`src/rtl/time_set_ctrl.sv`:
```
// Button-driven time-setting controller: snapshots the running time, edits minutes then seconds,
// and commits with a one-cycle load strobe. Optional auto-repeat on held inc: `define AUTO_REPEAT_EN.
module time_set_ctrl #(
   parameter int DEBOUNCE_CYCLES = 1000000,
   parameter int BLINK_CYCLES    = 25000000,
   parameter int REPEAT_CYCLES   = 30000000
) (
   input  logic       clk,
   input  logic       reset,
   input  logic       btn_mode,
   input  logic       btn_inc,
   input  logic [3:0] secslo_in,
   input  logic [3:0] secshi_in,
   input  logic [3:0] minslo_in,
   input  logic [3:0] minshi_in,
   output logic [3:0] secslo_out,
   output logic [3:0] secshi_out,
   output logic [3:0] minslo_out,
   output logic [3:0] minshi_out,
   output logic       load,
   output logic       set_active,
   output logic [3:0] blank_mask
);

   localparam int DBW = (DEBOUNCE_CYCLES > 1) ? $clog2(DEBOUNCE_CYCLES) : 1;
   localparam int BKW = (BLINK_CYCLES > 1) ? $clog2(BLINK_CYCLES) : 1;

   typedef enum logic [1:0] {RUN, SET_MIN, SET_SEC, COMMIT} state_t;

   state_t     state_reg, state_next;
   logic [1:0] raw_btn;
   logic [1:0] press;
   logic       mode_press, inc_press, inc_fire, rep_fire;
   logic       capture, inc_min, inc_sec, editing;

   assign raw_btn    = {btn_inc, btn_mode};
   assign mode_press = press[0];
   assign inc_press  = press[1];

   // Per-button synchronizer + debouncer; press is high during the first debounced-high cycle.
   genvar gi;
   generate
      for (gi = 0; gi < 2; gi++) begin : btn_gen
         logic           sync1_reg, sync2_reg, deb_reg, press_reg;
         logic [DBW-1:0] cnt_reg;

         always_ff @(posedge clk or negedge reset) begin
            if (!reset) begin
               sync1_reg <= 1'b0;
               sync2_reg <= 1'b0;
               deb_reg   <= 1'b0;
               press_reg <= 1'b0;
               cnt_reg   <= '0;
            end else begin
               sync1_reg <= raw_btn[gi];
               sync2_reg <= sync1_reg;
               press_reg <= 1'b0;
               if (sync2_reg == deb_reg) begin
                  cnt_reg <= '0;
               end else if (cnt_reg == DBW'(DEBOUNCE_CYCLES - 1)) begin
                  cnt_reg   <= '0;
                  deb_reg   <= sync2_reg;
                  press_reg <= sync2_reg;
               end else begin
                  cnt_reg <= cnt_reg + DBW'(1);
               end
            end
         end

         assign press[gi] = press_reg;
      end
   endgenerate

   assign editing = (state_reg == SET_MIN) || (state_reg == SET_SEC);

`ifdef AUTO_REPEAT_EN
   localparam int RPW = (REPEAT_CYCLES > 1) ? $clog2(REPEAT_CYCLES) : 1;
   logic           inc_deb;
   logic [RPW-1:0] rep_cnt_reg;

   assign inc_deb  = btn_gen[1].deb_reg;
   assign rep_fire = editing && inc_deb && (rep_cnt_reg == RPW'(REPEAT_CYCLES - 1));

   always_ff @(posedge clk or negedge reset) begin
      if (!reset) begin
         rep_cnt_reg <= '0;
      end else if (!editing || !inc_deb || (state_next != state_reg) || rep_fire) begin
         rep_cnt_reg <= '0;
      end else begin
         rep_cnt_reg <= rep_cnt_reg + RPW'(1);
      end
   end
`else
   assign rep_fire = 1'b0;
`endif

   assign inc_fire = inc_press | rep_fire;

   always_comb begin
      state_next = state_reg;
      capture    = 1'b0;
      inc_min    = 1'b0;
      inc_sec    = 1'b0;
      case (state_reg)
         RUN: begin
            if (mode_press) begin
               state_next = SET_MIN;
               capture    = 1'b1;
            end
         end
         SET_MIN: begin
            if (mode_press)    state_next = SET_SEC;
            else if (inc_fire) inc_min    = 1'b1;
         end
         SET_SEC: begin
            if (mode_press)    state_next = COMMIT;
            else if (inc_fire) inc_sec    = 1'b1;
         end
         default: state_next = RUN;
      endcase
   end

   // Blink timing restarts on every state change so a freshly selected field starts visible.
   logic [BKW-1:0] blink_cnt_reg, blink_cnt_next;
   logic           phase_reg, phase_next;
   logic [3:0]     mask_next;

   always_comb begin
      blink_cnt_next = '0;
      phase_next     = 1'b0;
      if (state_next == state_reg && editing) begin
         if (blink_cnt_reg == BKW'(BLINK_CYCLES - 1)) begin
            blink_cnt_next = '0;
            phase_next     = ~phase_reg;
         end else begin
            blink_cnt_next = blink_cnt_reg + BKW'(1);
            phase_next     = phase_reg;
         end
      end
      case (state_next)
         SET_MIN: mask_next = {phase_next, phase_next, 2'b00};
         SET_SEC: mask_next = {2'b00, phase_next, phase_next};
         default: mask_next = 4'b0000;
      endcase
   end

   function automatic logic [7:0] bcd_inc(input logic [3:0] hi, input logic [3:0] lo);
      if (hi > 4'd5 || lo > 4'd9)      return 8'h00;
      else if (hi == 4'd5 && lo == 4'd9) return 8'h00;
      else if (lo == 4'd9)             return {hi + 4'd1, 4'd0};
      else                             return {hi, lo + 4'd1};
   endfunction

   always_ff @(posedge clk or negedge reset) begin
      if (!reset) begin
         state_reg     <= RUN;
         blink_cnt_reg <= '0;
         phase_reg     <= 1'b0;
         load          <= 1'b0;
         set_active    <= 1'b0;
         blank_mask    <= 4'b0000;
         secslo_out    <= 4'd0;
         secshi_out    <= 4'd0;
         minslo_out    <= 4'd0;
         minshi_out    <= 4'd0;
      end else begin
         state_reg     <= state_next;
         blink_cnt_reg <= blink_cnt_next;
         phase_reg     <= phase_next;
         load          <= (state_next == COMMIT);
         set_active    <= (state_next != RUN);
         blank_mask    <= mask_next;
         if (capture) begin
            secslo_out <= secslo_in;
            secshi_out <= secshi_in;
            minslo_out <= minslo_in;
            minshi_out <= minshi_in;
         end else if (inc_min) begin
            {minshi_out, minslo_out} <= bcd_inc(minshi_out, minslo_out);
         end else if (inc_sec) begin
            {secshi_out, secslo_out} <= bcd_inc(secshi_out, secslo_out);
         end
      end
   end

endmodule

```
`config.mk`:
```
export PLATFORM = sky130hd
export DESIGN_NAME = time_set_ctrl
export DESIGN_NICKNAME = d
export VERILOG_FILES = /design/src/rtl/time_set_ctrl.sv
export SDC_FILE = /design/constraint.sdc
export NUM_CORES = 1
export LEC_CHECK = 0
export BUFFER_PORTS_ARGS = -buffer_cell sky130_fd_sc_hd__buf_2
export CAP_MARGIN = 20
export CORE_MARGIN = 2
export CORE_UTILIZATION = 45
export CTS_CLUSTER_SIZE = 24
export DETAILED_ROUTE_END_ITERATION = 8
export SLEW_MARGIN = 20
export SYNTH_ARGS = -nofsm -noshare
export SYNTH_HDL_FRONTEND = slang
export SYNTH_SLANG_ARGS = --single-unit
```
`constraint.sdc`:
```
create_clock -name clk -period 2.2 [get_ports clk]
set_input_delay 0.11 -clock clk [delete_from_list [all_inputs] [get_ports clk]]
set_output_delay 0.11 -clock clk [all_outputs]
set_load 0.02 [all_outputs]
```
* Word level (Yosys, flattened, before mapping) *
Index checks and enable logic that the tools add are counted.

word-level totals
  bits in registers = 98
  bits of input ports = 20
  output and inout bits = 22
  word-level logic and storage cells = 106

cells by class
  $add $sub $neg = 7
  magnitude comparators = 4
  equal/unequal tests = 16
  muxes and demuxes = 39
  bitwise gates (word level) = 3
  reduce and logical (&&, ||, !) cells = 17

operator list
  cell                     count
  $mux W20                 4
  $mux W25                 2
  $mux W8                  6
  $add A20 B1 Y20 const B  2
  $eq A20 B20 Y1 const B   2
  $mux W4                  10
  $add A25 B1 Y25 const B  1
  $eq A25 B25 Y1 const B   1
  $add A4 B1 Y4 const B    4
  $mux W1                  12
  $eq A4 B3 Y1 const B     2
  $eq A4 B4 Y1 const B     2
  $gt A4 B3 Y1 const B     2
  $gt A4 B4 Y1 const B     2
  $pmux W4 S2              1
  $reduce_and A2 Y1        4
  $reduce_bool A4 Y1       2
  $eq A2 B2 Y1 const B     3
  $mux W2                  3
  $pmux W2 S3              1
  $reduce_bool A2 Y1       3
  $eq A2 B1 Y1 const B     2
  $logic_and A1 B1 Y1      3
  $logic_or A1 B1 Y1       3
  other kinds (6)          9

* Depth between registers and ports, before layout *
  word-level depth = 7
  mapped depth = 10
  depth with buffers taken out = 10

* Least setup slack after synthesis *
Ideal clock, no wire load.

  path kind = register -> register
  start point = reg secshi_out[1]
  end point = reg secshi_out[2]
  library setup time = 121 ps
  data arrival time = 1806 ps
  data required time = 2079 ps
  setup slack = 273 ps
  cell stages (with the launch flop) = 8
  path buffers = 0
  period minus slack after synthesis = 1927 ps
  cell sequence = dfrtp_1 -> inv_1 -> ha_1 -> nor2_1 -> a211oi_2 -> a21oi_1 -> o21ai_0 -> a22o_1

on the way
  word-level cells in the longest chain between the ends = 7
  elaborated cells between the ends (all ways) = 13
  those cells by class = 1 x add/sub; 1 x order compare; 1 x eq/ne; 6 x mux; 4 x reduce/logical

RTL lines
  element                                                line      text
  from (decl)                                            17        output logic [3:0] secshi_out,
  from (signal assigned)                                 175       secshi_out <= secshi_in;
  from (signal assigned)                                 181       {secshi_out, secslo_out} <= bcd_inc(secshi_out, secslo_out);
  $add A4 B1 Y4 / $eq A4 B3 Y1 (equally long branches)   150, 149
  $mux W8 / $logic_and A1 B1 Y1 (equally long branches)  150, 149
  $mux W8                                                149       else if (hi == 4'd5 && lo == 4'd9) return 8'h00;
  $mux W8                                                148       if (hi > 4'd5 || lo > 4'd9) return 8'h00;
  $mux W4                                                180       end else if (inc_sec) begin
  $mux W4                                                178       end else if (inc_min) begin
  $mux W4                                                173       if (capture) begin

Several ways; a longest one is shown, not always the timed one. The select of a mux whose other input is x is not followed.
A chain may end at the register's enable or synchronous reset.

* Worst setup path after layout *
  start point = reg state_reg[0]
  end point = reg minshi_out[1]

on the way
  word-level cells in the longest chain between the ends = 4
  elaborated cells between the ends (all ways) = 8
  those cells by class = 1 x eq/ne; 3 x mux; 4 x reduce/logical

RTL lines
  element                                                                           line  text
  from (decl)                                                                       30    state_t state_reg, state_next;
  from (signal assigned)                                                            167   state_reg <= state_next;
  $logic_not A2 Y1 / $eq A2 B1 Y1 (equally long branches)                           104   case (state_reg)
  $mux W1                                                                           104
  $reduce_bool A4 Y1 (no source line) / $reduce_bool A2 Y1 (equally long branches)  --
  $reduce_and A2 Y1 (no source line)                                                --
  to (signal assigned)                                                              177   minshi_out <= minshi_in;
  to (signal assigned)                                                              179   {minshi_out, minslo_out} <= bcd_inc(minshi_out, minslo_out);
  to (decl)                                                                         19    output logic [3:0] minshi_out,

Several ways; a longest one is shown, not always the timed one.

==> metrics.md <==
| Metric | Value |
|---|---|
| Synth top cells by count | 96 x dfrtp_1, 85 x nor2_1, 40 x xor2_1 |
| Gate power share | 3.3% |
| Crit-path max FO | 14 |
| Syn nets | 540 |
| Largest net degree at the start of global routing | 45 |
| Max reg flops | 40 |
| Synthesized area | 4950 sq um |
| RSZ-0062 raised after global routing | false |
| Synth top area share | 48.6% |
| Seq/Total Area, Yosys | 48.6% |
| Layout cells sized above 1 | 15.2% |
| Average wire per standard cell | 13.3 um |
| Row cnt | 38 |
| Final setup viols | 0 |
| GP Congestion | 0.820 |
| CP required | 2.49 ns |
| Area grow syn2layout | 13.8% |
| CP max stage cell | dfrtp_2 |
| Diode count | 0 |
| Syn_area_per_cell | 9.86 sq um |
| Yosys warns | 0 |
| Synth unique cells | 53 |
| Slew HR | 60.8% |
| IO buf count | 41 |
| Final number of max-transition violations | 0 |
| Crit share post-route | 90.9% |
| Clk pwr share | 36.1% |
| Met2 Track Usage GR | 27.7% |
| Peak VDD IR | 260 uV |
| Vias in the first global route | 3,554 |
| Synth Flop Type | dfrtp_1 |
| All-Layer GR Usage | 17.1% |
| Setup crit start kind | flip-flop |
| Initial Utilization | 45.8% |
| Cell with the most instances after synthesis | dfrtp_1 |
| Seq pwr share | 60.6% |
| Die height | 109 um |
| Total number of vias | 3,716 |
| Sw Ratio | 24.4% |
| Placed cell count | 681 |
| CTS tree | done |
| Delay-heaviest family, CP | compound AO/OA/AOI/OAI gates |
| Worst Path Buf+Inv | 1 |
| Initial antenna violation count | 0 |
| First-pass GRT wire length | 16.3 mm |
| CP peak stage delay | 0.43 ns |
| Internal | 2.23 mW |
| Cell count after synthesis | 502 |
| CP endpoint kind | flip-flop |
| Post-route ant nets | 0 |
| Sw power | 719 uW |
| Top cells by area, synth | dfrtp_1 49%, xor2_1 7.1%, nor2_1 6.4%, ha_1 4.6%, xnor2_1 3.9% |
| CTS buffer count | 9 |
| Leakage | 2.49 nW |
| Area leader, netlist | dfrtp_1 |
| Number of top-level pins | 42 |
| Post-synth EDFFs | 0 |
| Setup CP Type | flip-flop to flip-flop |
| HPWL after DPL | 6.51 mm |
| Clock period minus worst slack | 2.00 ns |
| Clk root buf | clkbuf_8 |
| Worst-Skew Late Latency | 0.37 ns |
| Worst hold path class | input port to flip-flop |
| GRT Max-Usage Layer | met2 |
| Peak Freq | 500 MHz |
| Depth of the CTS H-tree | 3 |
| Setup TNS | 0 ns |
| First-pass DRT Iterations | 5 |
| Max-Cap Viols | 0 |
| Final Util | 52.2% |
| DIE WIDTH | 109 um |
| Synth Register Bits | 96 |
| Core Region | 10,800 sq um |
| Total wire length | 9.43 mm |
| Die area | 11,800 sq um |
| Final Instance Count excl. Fillers | 707 |
| Clock Tree Buf Depth | 2 |
| Worst clock skew | 0.0125 ns |
| Clock transition at the registers of the reported paths | 0.10 ns |
| Slew @ Worst Pin | 0.583 ns |
| Final net count | 600 |
| Drt drc | 0 |
| Synth async-reset ratio | 100% |
| DRT iter0 DRCs | 171 |
| Clock sink total | 96 |
| Status | finished clean |
| Fin. Hold Viols | 0 |
| Met3 usage | 2.75% |
| Worst path cell trace | inv_1 > ha_1 > and2_4 > a211oi_4 > o211ai_1 > o2bb2a_1 > a21oi_1 |
| Crit path DAT | 2.29 ns |
| Vias per cell | 5.26 |
| Grt total ovfl | 0 |
| Met1 Resource Use GR | 23.0% |
| PD cells | 524 nW/um^2 |
cell usage in the layout, fill, tap and decap left out, types with 5 or more instances in the layout:
| master | instances |
|---|---|
| dfrtp_1 | 95 |
| inv_1 | 18 |
| xor2_1 | 40 |
| xnor2_1 | 22 |
| and4_1 | 6 |
| a21oi_1 | 5 |
| o21ai_0 | 16 |
| buf_4 | 10 |
| nor2_1 | 85 |
| buf_2 | 40 |
| nand2_1 | 38 |
| dlygate4sd3_1 | 9 |
| nor3_1 | 13 |
| nand4_1 | 15 |
| and3_1 | 13 |
| nor4_1 | 6 |
| nand3_1 | 37 |
| clkbuf_8 | 9 |
| ha_1 | 18 |
what timing repair did:
action / CTS / global route
setup endpoints to repair: 0 / 3
buffers inserted: 0 / 1
hold buffers: 9 / 0
endpoints found under the hold margin: 44 / 0
gates resized for setup: 0 / 3
power groups by stage:
stage                     combinational, mW  clock, mW  sequential (mW)
after global placement               0.0891          0             1.82
after global routing                  0.114       1.18             1.79
after floorplan                      0.0240          0             1.82
after CTS                             0.103       1.12             1.79
after detailed placement             0.0897          0             1.82
final                                0.0982       1.06             1.79
final timing paths:
check	slack [ns]	to	from	depth (start not counted)
max in group asynchronous	1.33	minslo_out[0]$_DFFE_PN0P_	reset	3
hold / removal	0.04	secslo_out[1]$_DFFE_PN0P_	secslo_in[1]	3
setup reg to reg	0.20	minshi_out[1]$_DFFE_PN0P_	state_reg[0]$_DFF_PN0_	7
setup / recovery	0.20	minshi_out[1]$_DFFE_PN0P_	state_reg[0]$_DFF_PN0_	7
min in group asynchronous	0.24	btn_gen[0].cnt_reg[13]$_DFF_PN0_	reset	2
hold reg to reg	0.36	btn_gen[0].sync2_reg$_DFF_PN0_	btn_gen[0].sync1_reg$_DFF_PN0_	0
cells by family after synthesis:
| family | synth area share, % |
|---|---|
| simple gates | 24.5 |
| flops | 48.6 |
| xor+xnor | 11.0 |
| compound gates | 8.09 |
| buf+inv | 2.63 |
| fa+ha+maj | 4.55 |
| mux | 0.683 |
metal layers:
layer | routed length [um] | share of wire, %
met1 | 4680 | 50
met5 | 0 | 0
met4 | 148 | 1.6
met2 | 4360 | 46
met3 | 248 | 2.6
area by class of cell:
type                            count  area, sq um
Fill cell                        1017         5160
Multi-Input combinational cell    377         2430
Sequential cell                    96         2400
Timing Repair Buffer               60          385
Tap cell                          140          175
Clock buffer                       10          128
Inverter                           18         67.6
Clock inverter                      6         45.0
stage by stage:
step / worst slack [ns] / instance area (sq um) / hold slack, ns / power [mW]
after floorplan: 0.273 / 4950 / -0.186 / 1.84
after global placement: 0.233 / 5350 / 0.116 / 1.91
after detailed placement: 0.114 / 5350 / 0.127 / 1.91
after CTS: 0.0814 / 5610 / 0.00842 / 3.01
after global routing: 0.0479 / 5630 / 0.0619 / 3.08
final: 0.200 / 5630 / 0.0359 / 2.95
worst register-to-register path, stage by stage, from the launching register on:
cell	delay (ns)
dfrtp_2	0.43
inv_1	0.09
ha_1	0.22
and2_4	0.20
a211oi_4	0.27
o211ai_1	0.23
o2bb2a_1	0.34
a21oi_1	0.15
Note: power is estimated with default switching activity, not from simulation.
